File: config.mk
export PLATFORM = sky130hd
export DESIGN_NAME = neo_load_arbiter_flat
export DESIGN_NICKNAME = d
export VERILOG_FILES = /design/src/rtl/neo_load_arbiter_if.sv /design/src/rtl/neo_load_arbiter.sv /design/src/flat_wrapper.sv
export SDC_FILE = /design/constraint.sdc
export NUM_CORES = 1
export LEC_CHECK = 0
export ABC_AREA = 1
export CAP_MARGIN = 0
export CORE_MARGIN = 2
export CORE_UTILIZATION = 55
export CTS_CLUSTER_DIAMETER = 60
export CTS_CLUSTER_SIZE = 25
export DETAILED_ROUTE_END_ITERATION = 8
export DONT_BUFFER_PORTS = 1
export GPL_ROUTABILITY_DRIVEN = 0
export PLACE_DENSITY = 0.7
export SYNTH_ARGS = -nofsm -noshare
export SYNTH_HDL_FRONTEND = slang
export SYNTH_SLANG_ARGS = --single-unit
File: constraint.sdc
create_clock -name clock -period 1.79 [get_ports clock]
set_input_delay 0.179 -clock clock [delete_from_list [all_inputs] [get_ports clock]]
set_output_delay 0.179 -clock clock [all_outputs]
set_load 0.05 [all_outputs]
File: src/rtl/neo_load_arbiter_if.sv
// -----------------------------------------------------------------------------
// neo_load_arbiter_if
// Bundles the signals between two pattern producers, the arbiter and the
// NeoPixel driver.
//
// Requester side (index i = 0/1):
//   req, req_load, req_send           : per-requester request strobes
//   req_pixel_index/color_index/level : per-requester load word
//   gnt, load_ack, send_ack           : one-hot grant and one-cycle accept pulses
// Driver side:
//   ready_to_load, ready_to_send      : driver readiness
//   done_send, done_wait              : shift finished / latch wait finished
//   pixel_index, color_index,
//   color_level, load_color, send_it  : muxed load word and driver strobes
// Status:
//   busy, timeout
//
// Modports:
//   slave  : the arbiter's view
//   master : the view of everything around it (producers plus driver)
// -----------------------------------------------------------------------------
interface neo_load_arbiter_if;
  logic [1:0]      req;
  logic [1:0]      req_load;
  logic [1:0][2:0] req_pixel_index;
  logic [1:0][1:0] req_color_index;
  logic [1:0][7:0] req_color_level;
  logic [1:0]      req_send;

  logic            ready_to_load;
  logic            ready_to_send;
  logic            done_send;
  logic            done_wait;

  logic [1:0]      gnt;
  logic [1:0]      load_ack;
  logic [1:0]      send_ack;
  logic [2:0]      pixel_index;
  logic [1:0]      color_index;
  logic [7:0]      color_level;
  logic            load_color;
  logic            send_it;
  logic            busy;
  logic            timeout;

  modport slave (
    input  req, req_load, req_pixel_index, req_color_index, req_color_level,
    input  req_send, ready_to_load, ready_to_send, done_send, done_wait,
    output gnt, load_ack, send_ack, pixel_index, color_index, color_level,
    output load_color, send_it, busy, timeout
  );

  modport master (
    output req, req_load, req_pixel_index, req_color_index, req_color_level,
    output req_send, ready_to_load, ready_to_send, done_send, done_wait,
    input  gnt, load_ack, send_ack, pixel_index, color_index, color_level,
    input  load_color, send_it, busy, timeout
  );
endinterface

File: src/rtl/neo_load_arbiter.sv
// -----------------------------------------------------------------------------
// neo_load_arbiter
// Shares one NeoPixel driver between two pattern producers. A grant is
// frame-atomic: the owner keeps the driver through its loads, one send and
// the driver's latch wait. Round-robin then prefers the other requester.
//
// Ports:
//   clock : system clock
//   reset : synchronous, active-high
//   bus   : neo_load_arbiter_if.slave (requester handshakes, driver strobes,
//           muxed load word, busy and timeout status)
//
// Parameters:
//   MAX_LOADS      : loads accepted per grant; further loads are not acked
//   TIMEOUT_CYCLES : idle-grant watchdog limit (only with NEO_ARB_TIMEOUT_EN)
//
// Optional feature macro: NEO_ARB_TIMEOUT_EN
//   Defined   : a watchdog counts LOAD cycles without an ack and forces a
//               release, pulsing timeout, after TIMEOUT_CYCLES such cycles.
//   Undefined : no watchdog, timeout is tied 0.
// -----------------------------------------------------------------------------
module neo_load_arbiter #(
  parameter int MAX_LOADS      = 15,
  parameter int TIMEOUT_CYCLES = 1024
) (
  input  logic               clock,
  input  logic               reset,
  neo_load_arbiter_if.slave  bus
);

  localparam int                CNT_W   = $clog2(MAX_LOADS + 1);
  localparam logic [CNT_W-1:0]  MAX_CNT = CNT_W'(MAX_LOADS);

  if (MAX_LOADS < 1 || TIMEOUT_CYCLES < 1) begin : g_bad_params
    $error("neo_load_arbiter: MAX_LOADS and TIMEOUT_CYCLES must be >= 1");
  end

  typedef enum logic [1:0] {IDLE, LOAD, SEND, LATCH} state_t;

  state_t           state_q, state_nxt;
  logic [1:0]       gnt_q, gnt_nxt;
  logic             rr_q, rr_nxt;
  logic [CNT_W-1:0] load_count_q, load_count_nxt;

  logic g;          // index of the current owner (valid while gnt_q != 0)
  logic owner_req;
  logic load_ok;
  logic send_ok;
  logic wd_expire;
  logic win;

  function automatic logic [CNT_W-1:0] sat_inc(input logic [CNT_W-1:0] v);
    return (v == MAX_CNT) ? v : v + CNT_W'(1);
  endfunction

  assign g         = gnt_q[1];
  assign owner_req = bus.req[g];

  // Load beats send in the same cycle; the send simply retries next cycle.
  assign load_ok = (state_q == LOAD) && owner_req && bus.req_load[g] &&
                   bus.ready_to_load && (load_count_q < MAX_CNT);
  assign send_ok = (state_q == LOAD) && owner_req && !load_ok &&
                   bus.req_send[g] && bus.ready_to_send;

`ifdef NEO_ARB_TIMEOUT_EN
  localparam int               WD_W    = $clog2(TIMEOUT_CYCLES + 1);
  localparam logic [WD_W-1:0]  WD_LAST = WD_W'(TIMEOUT_CYCLES - 1);

  logic [WD_W-1:0] wd_q;

  // Fires on the TIMEOUT_CYCLES-th consecutive LOAD cycle with no ack.
  assign wd_expire = (state_q == LOAD) && owner_req && !load_ok && !send_ok &&
                     (wd_q == WD_LAST);

  always_ff @(posedge clock) begin
    if (reset) begin
      wd_q <= '0;
    end else if (state_q != LOAD || load_ok || send_ok) begin
      wd_q <= '0;
    end else begin
      wd_q <= wd_q + WD_W'(1);
    end
  end
`else
  assign wd_expire = 1'b0;
`endif

  // State register
  always_ff @(posedge clock) begin
    if (reset) begin
      state_q      <= IDLE;
      gnt_q        <= 2'b00;
      rr_q         <= 1'b0;
      load_count_q <= '0;
    end else begin
      state_q      <= state_nxt;
      gnt_q        <= gnt_nxt;
      rr_q         <= rr_nxt;
      load_count_q <= load_count_nxt;
    end
  end

  // Next-state logic
  always_comb begin
    state_nxt      = state_q;
    gnt_nxt        = gnt_q;
    rr_nxt         = rr_q;
    load_count_nxt = load_count_q;

    // Only one requester: it wins. Both: the rr-preferred one wins.
    case (bus.req)
      2'b01:   win = 1'b0;
      2'b10:   win = 1'b1;
      2'b11:   win = rr_q;
      default: win = 1'b0;
    endcase

    case (state_q)
      IDLE: begin
        if (|bus.req) begin
          state_nxt      = LOAD;
          gnt_nxt        = win ? 2'b10 : 2'b01;
          load_count_nxt = '0;
        end
      end
      LOAD: begin
        if (!owner_req || wd_expire) begin
          state_nxt = IDLE;
          gnt_nxt   = 2'b00;
          rr_nxt    = ~g;
        end else if (load_ok) begin
          load_count_nxt = sat_inc(load_count_q);
        end else if (send_ok) begin
          state_nxt = SEND;
        end
      end
      SEND: begin
        if (bus.done_send) begin
          state_nxt = LATCH;
        end
      end
      LATCH: begin
        if (bus.done_wait) begin
          state_nxt = IDLE;
          gnt_nxt   = 2'b00;
          rr_nxt    = ~g;
        end
      end
      default: begin
        state_nxt = IDLE;
        gnt_nxt   = 2'b00;
      end
    endcase
  end

  // Output logic
  always_comb begin
    bus.load_ack    = 2'b00;
    bus.send_ack    = 2'b00;
    bus.load_color  = 1'b0;
    bus.send_it     = 1'b0;
    bus.pixel_index = 3'd0;
    bus.color_index = 2'd0;
    bus.color_level = 8'd0;

    if (load_ok) begin
      bus.load_ack[g] = 1'b1;
      bus.load_color  = 1'b1;
      bus.pixel_index = bus.req_pixel_index[g];
      bus.color_index = bus.req_color_index[g];
      bus.color_level = bus.req_color_level[g];
    end

    if (send_ok) begin
      bus.send_ack[g] = 1'b1;
      bus.send_it     = 1'b1;
    end

    bus.busy    = (state_q != IDLE);
    bus.timeout = wd_expire;
  end

  assign bus.gnt = gnt_q;

endmodule

File: src/flat_wrapper.sv
// flat-port wrapper written by rule: the top's interface ports become plain ports
module neo_load_arbiter_flat 
#(
  parameter int MAX_LOADS      = 15,
  parameter int TIMEOUT_CYCLES = 1024
)
  (clock, reset, bus_req, bus_req_load, bus_req_pixel_index, bus_req_color_index, bus_req_color_level, bus_req_send, bus_ready_to_load, bus_ready_to_send, bus_done_send, bus_done_wait, bus_gnt, bus_load_ack, bus_send_ack, bus_pixel_index, bus_color_index, bus_color_level, bus_load_color, bus_send_it, bus_busy, bus_timeout);
  neo_load_arbiter_if bus_i ();
  input  logic clock;
  input  logic reset;
  input wire logic [$bits(bus_i.req)-1:0] bus_req;
  input wire logic [$bits(bus_i.req_load)-1:0] bus_req_load;
  input wire logic [$bits(bus_i.req_pixel_index)-1:0] bus_req_pixel_index;
  input wire logic [$bits(bus_i.req_color_index)-1:0] bus_req_color_index;
  input wire logic [$bits(bus_i.req_color_level)-1:0] bus_req_color_level;
  input wire logic [$bits(bus_i.req_send)-1:0] bus_req_send;
  input wire logic [$bits(bus_i.ready_to_load)-1:0] bus_ready_to_load;
  input wire logic [$bits(bus_i.ready_to_send)-1:0] bus_ready_to_send;
  input wire logic [$bits(bus_i.done_send)-1:0] bus_done_send;
  input wire logic [$bits(bus_i.done_wait)-1:0] bus_done_wait;
  output wire logic [$bits(bus_i.gnt)-1:0] bus_gnt;
  output wire logic [$bits(bus_i.load_ack)-1:0] bus_load_ack;
  output wire logic [$bits(bus_i.send_ack)-1:0] bus_send_ack;
  output wire logic [$bits(bus_i.pixel_index)-1:0] bus_pixel_index;
  output wire logic [$bits(bus_i.color_index)-1:0] bus_color_index;
  output wire logic [$bits(bus_i.color_level)-1:0] bus_color_level;
  output wire logic [$bits(bus_i.load_color)-1:0] bus_load_color;
  output wire logic [$bits(bus_i.send_it)-1:0] bus_send_it;
  output wire logic [$bits(bus_i.busy)-1:0] bus_busy;
  output wire logic [$bits(bus_i.timeout)-1:0] bus_timeout;
  assign bus_i.req = bus_req;
  assign bus_i.req_load = bus_req_load;
  assign bus_i.req_pixel_index = bus_req_pixel_index;
  assign bus_i.req_color_index = bus_req_color_index;
  assign bus_i.req_color_level = bus_req_color_level;
  assign bus_i.req_send = bus_req_send;
  assign bus_i.ready_to_load = bus_ready_to_load;
  assign bus_i.ready_to_send = bus_ready_to_send;
  assign bus_i.done_send = bus_done_send;
  assign bus_i.done_wait = bus_done_wait;
  assign bus_gnt = bus_i.gnt;
  assign bus_load_ack = bus_i.load_ack;
  assign bus_send_ack = bus_i.send_ack;
  assign bus_pixel_index = bus_i.pixel_index;
  assign bus_color_index = bus_i.color_index;
  assign bus_color_level = bus_i.color_level;
  assign bus_load_color = bus_i.load_color;
  assign bus_send_it = bus_i.send_it;
  assign bus_busy = bus_i.busy;
  assign bus_timeout = bus_i.timeout;
  neo_load_arbiter #(.MAX_LOADS(MAX_LOADS), .TIMEOUT_CYCLES(TIMEOUT_CYCLES)) u_core (.clock(clock), .reset(reset), .bus(bus_i));
endmodule
==> results of run 1 <==
worst reg2reg max path, cell delays in order (launching register included):
cell,delay [ns]
dfxtp_4,0.36
ha_4,0.17
nand3_2,0.08
nand2_2,0.08
nor2_4,0.13
nand2_4,0.10
buf_4,0.14
buf_4,0.13
nand2_1,0.21
nand3_1,0.15
nand2_1,0.09
nor2_1,0.05
cell type report:
| class | count | area, µm² |
|---|---|---|
| timing repair buffer | 21 | 260 |
| tap | 16 | 20.0 |
| sequential | 9 | 190 |
| inverter | 20 | 95.1 |
| fill | 61 | 136 |
| clock buffer | 4 | 26.3 |
| multi-input combinational | 109 | 778 |
timing repair:
| action | CTS | global route |
|---|---|---|
| pin swaps | 16 | 12 |
| hold buffers | 1 | 0 |
| setup endpoints to repair | 18 | 18 |
| setup buffers | 4 | 3 |
| cloned | 1 | 0 |
| resized for setup | 27 | 26 |
| endpoints found under the hold margin | 3 | 0 |
synth_stat cells, types with 2 or more instances:
library cell	count
inv_2	2
nand3_1	9
nand2_1	47
dfxtp_1	9
a21oi_1	7
nand2_4	2
nand2_2	16
nor2_1	11
buf_6	2
o21ai_0	5
nor2_4	2
inv_4	2
inv_1	15
worst min path at each step:
stage | endpoint | cells past startpoint
2_1_floorplan | u_core.bus.gnt[1] | 1
3_3_place_gp | u_core.bus.gnt[1] | 1
3_5_place_dp | u_core.bus.gnt[1] | 1
4_1_cts | u_core.load_count_q[3] | 3
5_1_grt | u_core.load_count_q[2] | 3
6_report | u_core.load_count_q[3] | 3
power by group:
group	switching, mW	internal (mW)
logic	0.235	0.119
clock network	0.0746	0.0860
registers	0.0404	0.226
total	0.350	0.431
layer usage:
metal	routed length, µm	track usage, %
met2	1870	54.7
met5	0	0
met4	197	17.0
met3	415	3.75
met1	1300	27.8
kinds of logic after synthesis:
group	synth area share, %
other	0.429
buffers and inverters	15.0
AO/OA/AOI/OAI	10.2
adder cells (fa/ha/maj)	1.43
AND/OR/NAND/NOR	52.4
flip-flops	20.6
cell usage in the layout, fill, tap and decap left out, drive strengths merged:
cell	instances
clkbuf	5
a22oi	1
nor2	14
dlygate4sd3	1
clkinv	2
inv	18
ha	1
nand4	1
nand3	10
a31oi	1
conb	1
and3	1
dfxtp	9
o21ai	5
buf	19
o21a	1
o21bai	1
nand2	65
a21oi	7
==> flow_summary_export.csv, run 1 <==
group,metric,value,unit
clocking,cts_max_level,1,
routing,drtIter0Drc,51,
run,max_cap_viol_count,0,
run_status,violations,"negative setup slack",
routing,vias,1111,
clocking,clockRootBuffer,"clkbuf_4",
die,core-area,0.00151,mm²
grt,grt_pass1_wl,4030,µm
timing,fmax,512,MHz
cells_and_area,synthToLayoutAreaGrowth,56.7,%
timing,clock_skew,0.00788,ns
power,p_leak,0.707,nW
timing,finalSetupTns,-2.02,ns
timing,setup_viol,18,
routing,vias_per_cell,6.21,
power,peakVddDrop,0.000561,V
worst_setup_path,crit_path_top_delay_cell,"dfxtp_4",
worst_setup_path,r2r_end,"u_core.load_count_q[3]",
cells_and_area,fin_area,0.00137,mm²
routing,detail-route-antenna-nets,0,
routing,drc,0,
cells_and_area,num-nets-final,203,
clocking,cts.path.max_buffers,2,
grt,antenna_found_initial,0,
die,dieArea,0.00193,mm²
cells_and_area,final_cells,179,
power,power,0.781,mW
clocking,path_clk_slew,0.06,ns
routing,wl_per_cell,21.1,µm
power,powerDensity,570,mW/mm²
synthesis,ys_ff_latch,9,
worst_setup_path,crit_family,"simple AND/OR/NAND/NOR gates",
worst_setup_path,worst_ep_required_time,1.61,ns
synthesis,ys_seq_area_share,20.6,%
synthesis,netlist.top_cell.by_area,"dfxtp_1",
synthesis,syn_inst,142,
place,dp_cells,166,
worst_setup_path,cp.arrival,1.78,ns
synthesis,yosys_most_used_dff,"dfxtp_1",
clocking,cts.sinks,9,
cells_and_area,antenna_cells,0,
die,rows,14,
die,num_io_pins,61,
synthesis,avgSynthCellArea,6.16,µm²
die,initial_core_util,58.1,%
worst_setup_path,cpPeakStageDelay,0.36,ns
routing,routed_wl,3780,µm
worst_setup_path,cp_num_buf_inv,2,
synthesis,ys_types,26,
synthesis,yosys_warnings,0,
place,place_area,0.00104,mm²
worst_setup_path,path_max_fanout,7,
hold_path,worstHoldPathType,"in -> reg",
worst_setup_path,crit_path_end,"bus_color_level[5]",
synthesis,syn_area,875,µm²
timing,timing.hold.ws,0.123,ns
die,die-width,43.9,µm
timing,maxSlewViolCount,0,
die,die_height,43.9,µm
clocking,cts_inserted_buffers,3,
place,pre_cts_slack,0.0774,ns
synthesis,synth-async-reset-ratio,0,%
synthesis,syn-num-nets,181,
worst_setup_path,crit_path_cell_trace,"ha_4 -> nand3_2 -> nand2_2 -> nor2_4 -> nand2_4 -> nor2_4 -> clkbuf_16 -> buf_12 -> nand2_8 -> nand2_8",
synthesis,synth_edf_count,0,
cells_and_area,post-route-util,90.9,%
grt,overflow,0,
synthesis,synth.area.top_cells,"dfxtp_1 21%, nand2_1 20%, nand2_2 11%, inv_1 6.4%, nand3_1 5.2%",
clocking,clk_latency,0.27,ns
worst_setup_path,crit_type,"reg -> out",
worst_setup_path,crit_start,"u_core.load_count_q[0]",
timing,worst_slack,-0.164,ns
worst_setup_path,ff2ff_path_depth,11,
synthesis,synth_top_area_share,20.6,%
clocking,cts_tree,"done",
place,dp_hpwl,1730,µm
routing,drt_first_pass_iters,4,
worst_setup_path,crit_path_end_kind,"output port",
worst_setup_path,r2r_slack,0.01,ns
worst_setup_path,cp_num_cells,10,
timing,hold_violations,0,
timing,worst_slew_pin_slew,0.511,ns
hold_path,hp-start,"reset",
place,port_buffers,0,
grt,grt_pass1_vias,963,
timing,period_share,109,%
worst_setup_path,startpoint_type,"flop",
timing,max_slew_margin,65.9,%
timing,min_period,1.95,ns
grt,grtUsageTotal,28.3,%
cells_and_area,drive_above_1_share,48.5,%
worst_setup_path,r2r-start,"u_core.load_count_q[0]",
run_status,outcome,"complete, but fails checks",
grt,grt_max_degree,15,
timing,grt_setup_unrepaired,"true",
Note: power is estimated with default switching activity, not from simulation.
==> run 2: changes to the inputs <==
Settings changed: ABC_AREA 1 to unset.
==> flow_summary_export.csv, run 2 <==
group,metric,value,unit
synthesis,synth_top_area_share,22.2,%
place,pre_cts_slack,0.0400,ns
synthesis,syn_inst,103,
run_status,stop_stage,"clock tree synthesis",
clocking,cts_max_level,1,
synthesis,yosys_warnings,0,
clocking,post_cts_buffers,7,
clocking,post_cts_resized,17,
die,initial_core_util,61.0,%
place,dp_hpwl,1820,µm
synthesis,netlist.top_cell.by_area,"dfxtp_1",
die,die-width,42.5,µm
run_status,outcome,"did not finish",
clocking,clockRootBuffer,"clkbuf_4",
place,dp_cells,133,
synthesis,yosys_most_used_dff,"dfxtp_1",
run_status,error,"[ERROR DPL-0038] Utilization greater than 100%, impossible to legalize",
synthesis,synth-async-reset-ratio,0,%
synthesis,synth_commonest_cells,"17 x nor2_1, 14 x mux2i_1, 9 x a21oi_1, 9 x dfxtp_1",
synthesis,syn-num-nets,142,
synthesis,synth.area.top_cells,"dfxtp_1 22%, mux2i_1 17%, nor2_1 7.8%, a21oi_1 5.5%, mux2_4 3.7%",
synthesis,syn_area,813,µm²
die,die_height,42.5,µm
die,rows,13,
clocking,cts_inserted_buffers,3,
clocking,cts.path.max_buffers,2,
place,port_buffers,0,
synthesis,ys_seq_area_share,22.2,%
clocking,hold_buffers,1,
synthesis,ys_ff_latch,9,
die,num_io_pins,61,
synthesis,ys_types,41,
clocking,cts.sinks,9,
synthesis,avgSynthCellArea,7.90,µm²
synthesis,synth_edf_count,0,
synthesis,synth_most_common_cell,"nor2_1",
-- run 2: changes by cell type after synthesis, sizes merged, moves of 2 or more --
cell | before | now
a21oi | 7 | 9
and2 | 0 | 3
buf | 4 | 6
inv | 19 | 4
mux2 | 0 | 2
mux2i | 0 | 14
nand2 | 65 | 4
nand3 | 10 | 4
nor2 | 14 | 17
nor3 | 0 | 2
or3 | 0 | 3
-- run 2: kinds of logic after synthesis --
logic type	after synthesis	synth area share (%)
AOI/OAI and AO/OA	22	16.8
adders and majority gates	1	1.54
buffers and inverters	10	6.77
DFF	9	22.2
muxes	16	20.9
other	1	0.461
and+or+nand+nor	44	31.4
-- run 2: metrics by stage --
step / hold WS (ns) / utilization, % / cell area [µm²]
3_5_place_dp: 0.242 / 89.5 / 1190
3_3_place_gp: 0.249 / 89.5 / 1190
2_1_floorplan: 0.369 / - / 920
==> run 3: changes to the inputs <==
Settings changed: CORE_AREA set to 2 2 63 65, CORE_MARGIN 2 to unset, CORE_UTILIZATION 55 to unset, CTS_CLUSTER_DIAMETER 60 to unset, CTS_CLUSTER_SIZE 25 to unset, DIE_AREA set to 0 0 65 67, PLACE_DENSITY 0.7 to unset, PLACE_DENSITY_LB_ADDON set to 0.15.
==> flow_summary_export.csv, run 3 <==
group,metric,value,unit
run_status,outcome,"finished clean",
grt,antenna_found_initial,0,
timing,setup_viol,0,
synthesis,ys_types,41,
synthesis,avgSynthCellArea,7.90,µm²
hold_path,worstHoldPathType,"in -> reg",
grt,overflow,0,
synthesis,netlist.top_cell.by_area,"dfxtp_1",
die,die-width,65,µm
timing,grt_setup_unrepaired,"true",
worst_setup_path,crit_path_top_delay_cell,"dfxtp_4",
synthesis,syn_area,813,µm²
power,power,0.722,mW
die,die_height,67,µm
power,peakVddDrop,0.000252,V
cells_and_area,final_cells,181,
synthesis,synth_edf_count,0,
die,dieArea,0.00436,mm²
worst_setup_path,startpoint_type,"flop",
die,rows,22,
place,dp_hpwl,1980,µm
synthesis,yosys_most_used_dff,"dfxtp_1",
place,dp_cells,169,
routing,drc,0,
synthesis,synth_xor_area_share,0,%
cells_and_area,final_common_cell,"buf_4",
place,place_area,0.00126,mm²
synthesis,syn_inst,103,
cells_and_area,fin_area,0.00146,mm²
clocking,clk_latency,0.23,ns
clocking,cts_tree,"done",
grt,grt_pass1_wl,4040,µm
grt,grt_max_degree,13,
cells_and_area,synthToLayoutAreaGrowth,78.9,%
clocking,clockRootBuffer,"clkbuf_8",
synthesis,synth_compound_gate_area_share,16.8,%
timing,maxSlewViolCount,0,
synthesis,synth_top_family_by_area,"simple AND/OR/NAND/NOR gates",
run,max_cap_viol_count,0,
synthesis,ys_ff_latch,9,
worst_setup_path,crit_type,"reg -> out",
synthesis,yosys.area_share.simple,31.4,%
clocking,path_clk_slew,0.05,ns
timing,period_share,98.1,%
routing,wl_per_cell,14.3,µm
synthesis,synth-async-reset-ratio,0,%
place,port_buffers,0,
synthesis,synth.area.top_cells,"dfxtp_1 22%, mux2i_1 17%, nor2_1 7.8%, a21oi_1 5.5%, mux2_4 3.7%",
timing,clock_skew,0.00200,ns
routing,drt_first_pass_iters,4,
cells_and_area,seqCellArea,186,µm²
synthesis,synthMuxAreaShare,20.9,%
synthesis,synth_commonest_cells,"17 x nor2_1, 14 x mux2i_1, 9 x a21oi_1, 9 x dfxtp_1",
timing,max_slew_margin,66.4,%
worst_setup_path,crit_path_end_kind,"output port",
timing,hold_violations,0,
timing,fmax,570,MHz
die,core-area,0.00361,mm²
grt,grtUsageTotal,11.9,%
cells_and_area,drive_above_1_share,52.6,%
worst_setup_path,cpPeakStageDelay,0.36,ns
worst_setup_path,crit_path_cell_trace,"mux2_4 -> and4_4 -> nand2_8 -> buf_12 -> nor2_4 -> buf_12",
routing,vias,871,
clocking,cts_inserted_buffers,3,
grt,grt_pass1_vias,937,
synthesis,yosys.area_share.adder,1.54,%
worst_setup_path,path_common_cell,"buf_12",
clocking,cts.path.max_buffers,2,
routing,detail-route-antenna-nets,0,
timing,min_period,1.76,ns
synthesis,synth_most_common_cell,"nor2_1",
synthesis,yosys_warnings,0,
worst_setup_path,cp.arrival,1.58,ns
worst_setup_path,worst_ep_required_time,1.61,ns
synthesis,syn-num-nets,142,
cells_and_area,antenna_cells,0,
clocking,cts.sinks,9,
cells_and_area,final_cell_mix,"15 x buf_4, 13 x buf_12, 11 x mux2i_1",
power,p_leak,0.517,nW
cells_and_area,fillCellCount,366,
timing,worst_slew_pin_slew,0.503,ns
die,initial_core_util,22.6,%
synthesis,ys_seq_area_share,22.2,%
clocking,cts_max_level,1,
power,powerDensity,496,mW/mm²
routing,routed_wl,2580,µm
die,num_io_pins,61,
routing,drtIter0Drc,59,
cells_and_area,multi_input_area,732,µm²
routing,vias_per_cell,4.81,
worst_setup_path,path_max_fanout,5,
synthesis,synth_top_area_share,22.2,%
cells_and_area,num-nets-final,173,
run 3: per-layer routing:
metal	GRT usage, %	share of wire (%)	vias to the layer above
li1	-	-	432
met1	12.8	36	406
met2	23.1	57	33
met3	2.87	6.9	0
met4	3.19	0	0
met5	0	0	-
run 3: power breakdown:
part	switching [mW]	total [mW]	internal, mW
clock network	0.0859	0.242	0.156
logic	0.143	0.254	0.111
registers	0.0157	0.227	0.211
run 3: repair_timing:
action                                 CTS  global route
endpoints found under the hold margin    1             0
hold buffers                             1             0
setup endpoints to repair               14            11
buffers inserted                         5             1
pin swaps                                3             7
gates resized for setup                  8             8
gates cloned                             1             0
run 3: cell type report:
class / instances / share of cell area [%]
multi-input combinational: 85 / 50.3
sequential: 9 / 12.8
clock buffer: 4 / 3.10
tap: 48 / 4.13
timing repair buffer: 31 / 28.1
inverter: 4 / 1.55
run 3: logic make-up (layout without fill, tap and decap cells):
logic type,Yosys count,in the layout
buffers and inverters,10,39
muxes,16,16
and+or+nand+nor,44,45
DFF,9,9
adders and majority gates,1,1
other,1,1
AOI/OAI and AO/OA,22,22
run 3: worst max-delay path, delay by kind of cell (launching register included):
family / cells / cell delay (ns)
AND/OR/NAND/NOR: 3 / 0.47
flip-flops: 1 / 0.36
buffers and inverters: 2 / 0.29
multiplexers: 1 / 0.21
run 3: stage by stage:
| stage | util [%] | TNS (ns) | hold slack (ns) | setup slack [ns] |
|---|---|---|---|---|
| finish | 40.4 | 0 | 0.00212 | 0.0346 |
| global route | 40.4 | -0.0435 | 0.000141 | -0.0106 |
| CTS | 39.2 | 0 | 0.00359 | 0.0000437 |
| detailed placement | 34.9 | 0 | 0.245 | 0.134 |
| global placement | 34.9 | 0 | 0.245 | 0.154 |
| floorplan | - | -0.774 | 0.369 | -0.136 |
run 3: path summary, 6_finish.rpt:
path,start,endpoint,slack [ns],depth (start not counted)
setup / recovery,u_core.bus.gnt[1],bus_color_level[3],0.03,6
setup reg to reg,u_core.bus.gnt[1],u_core.state_q[0],0.32,6
hold reg to reg,u_core.load_count_q[1],u_core.load_count_q[1],0.50,2
hold / removal,reset,u_core.load_count_q[1],0.002,1
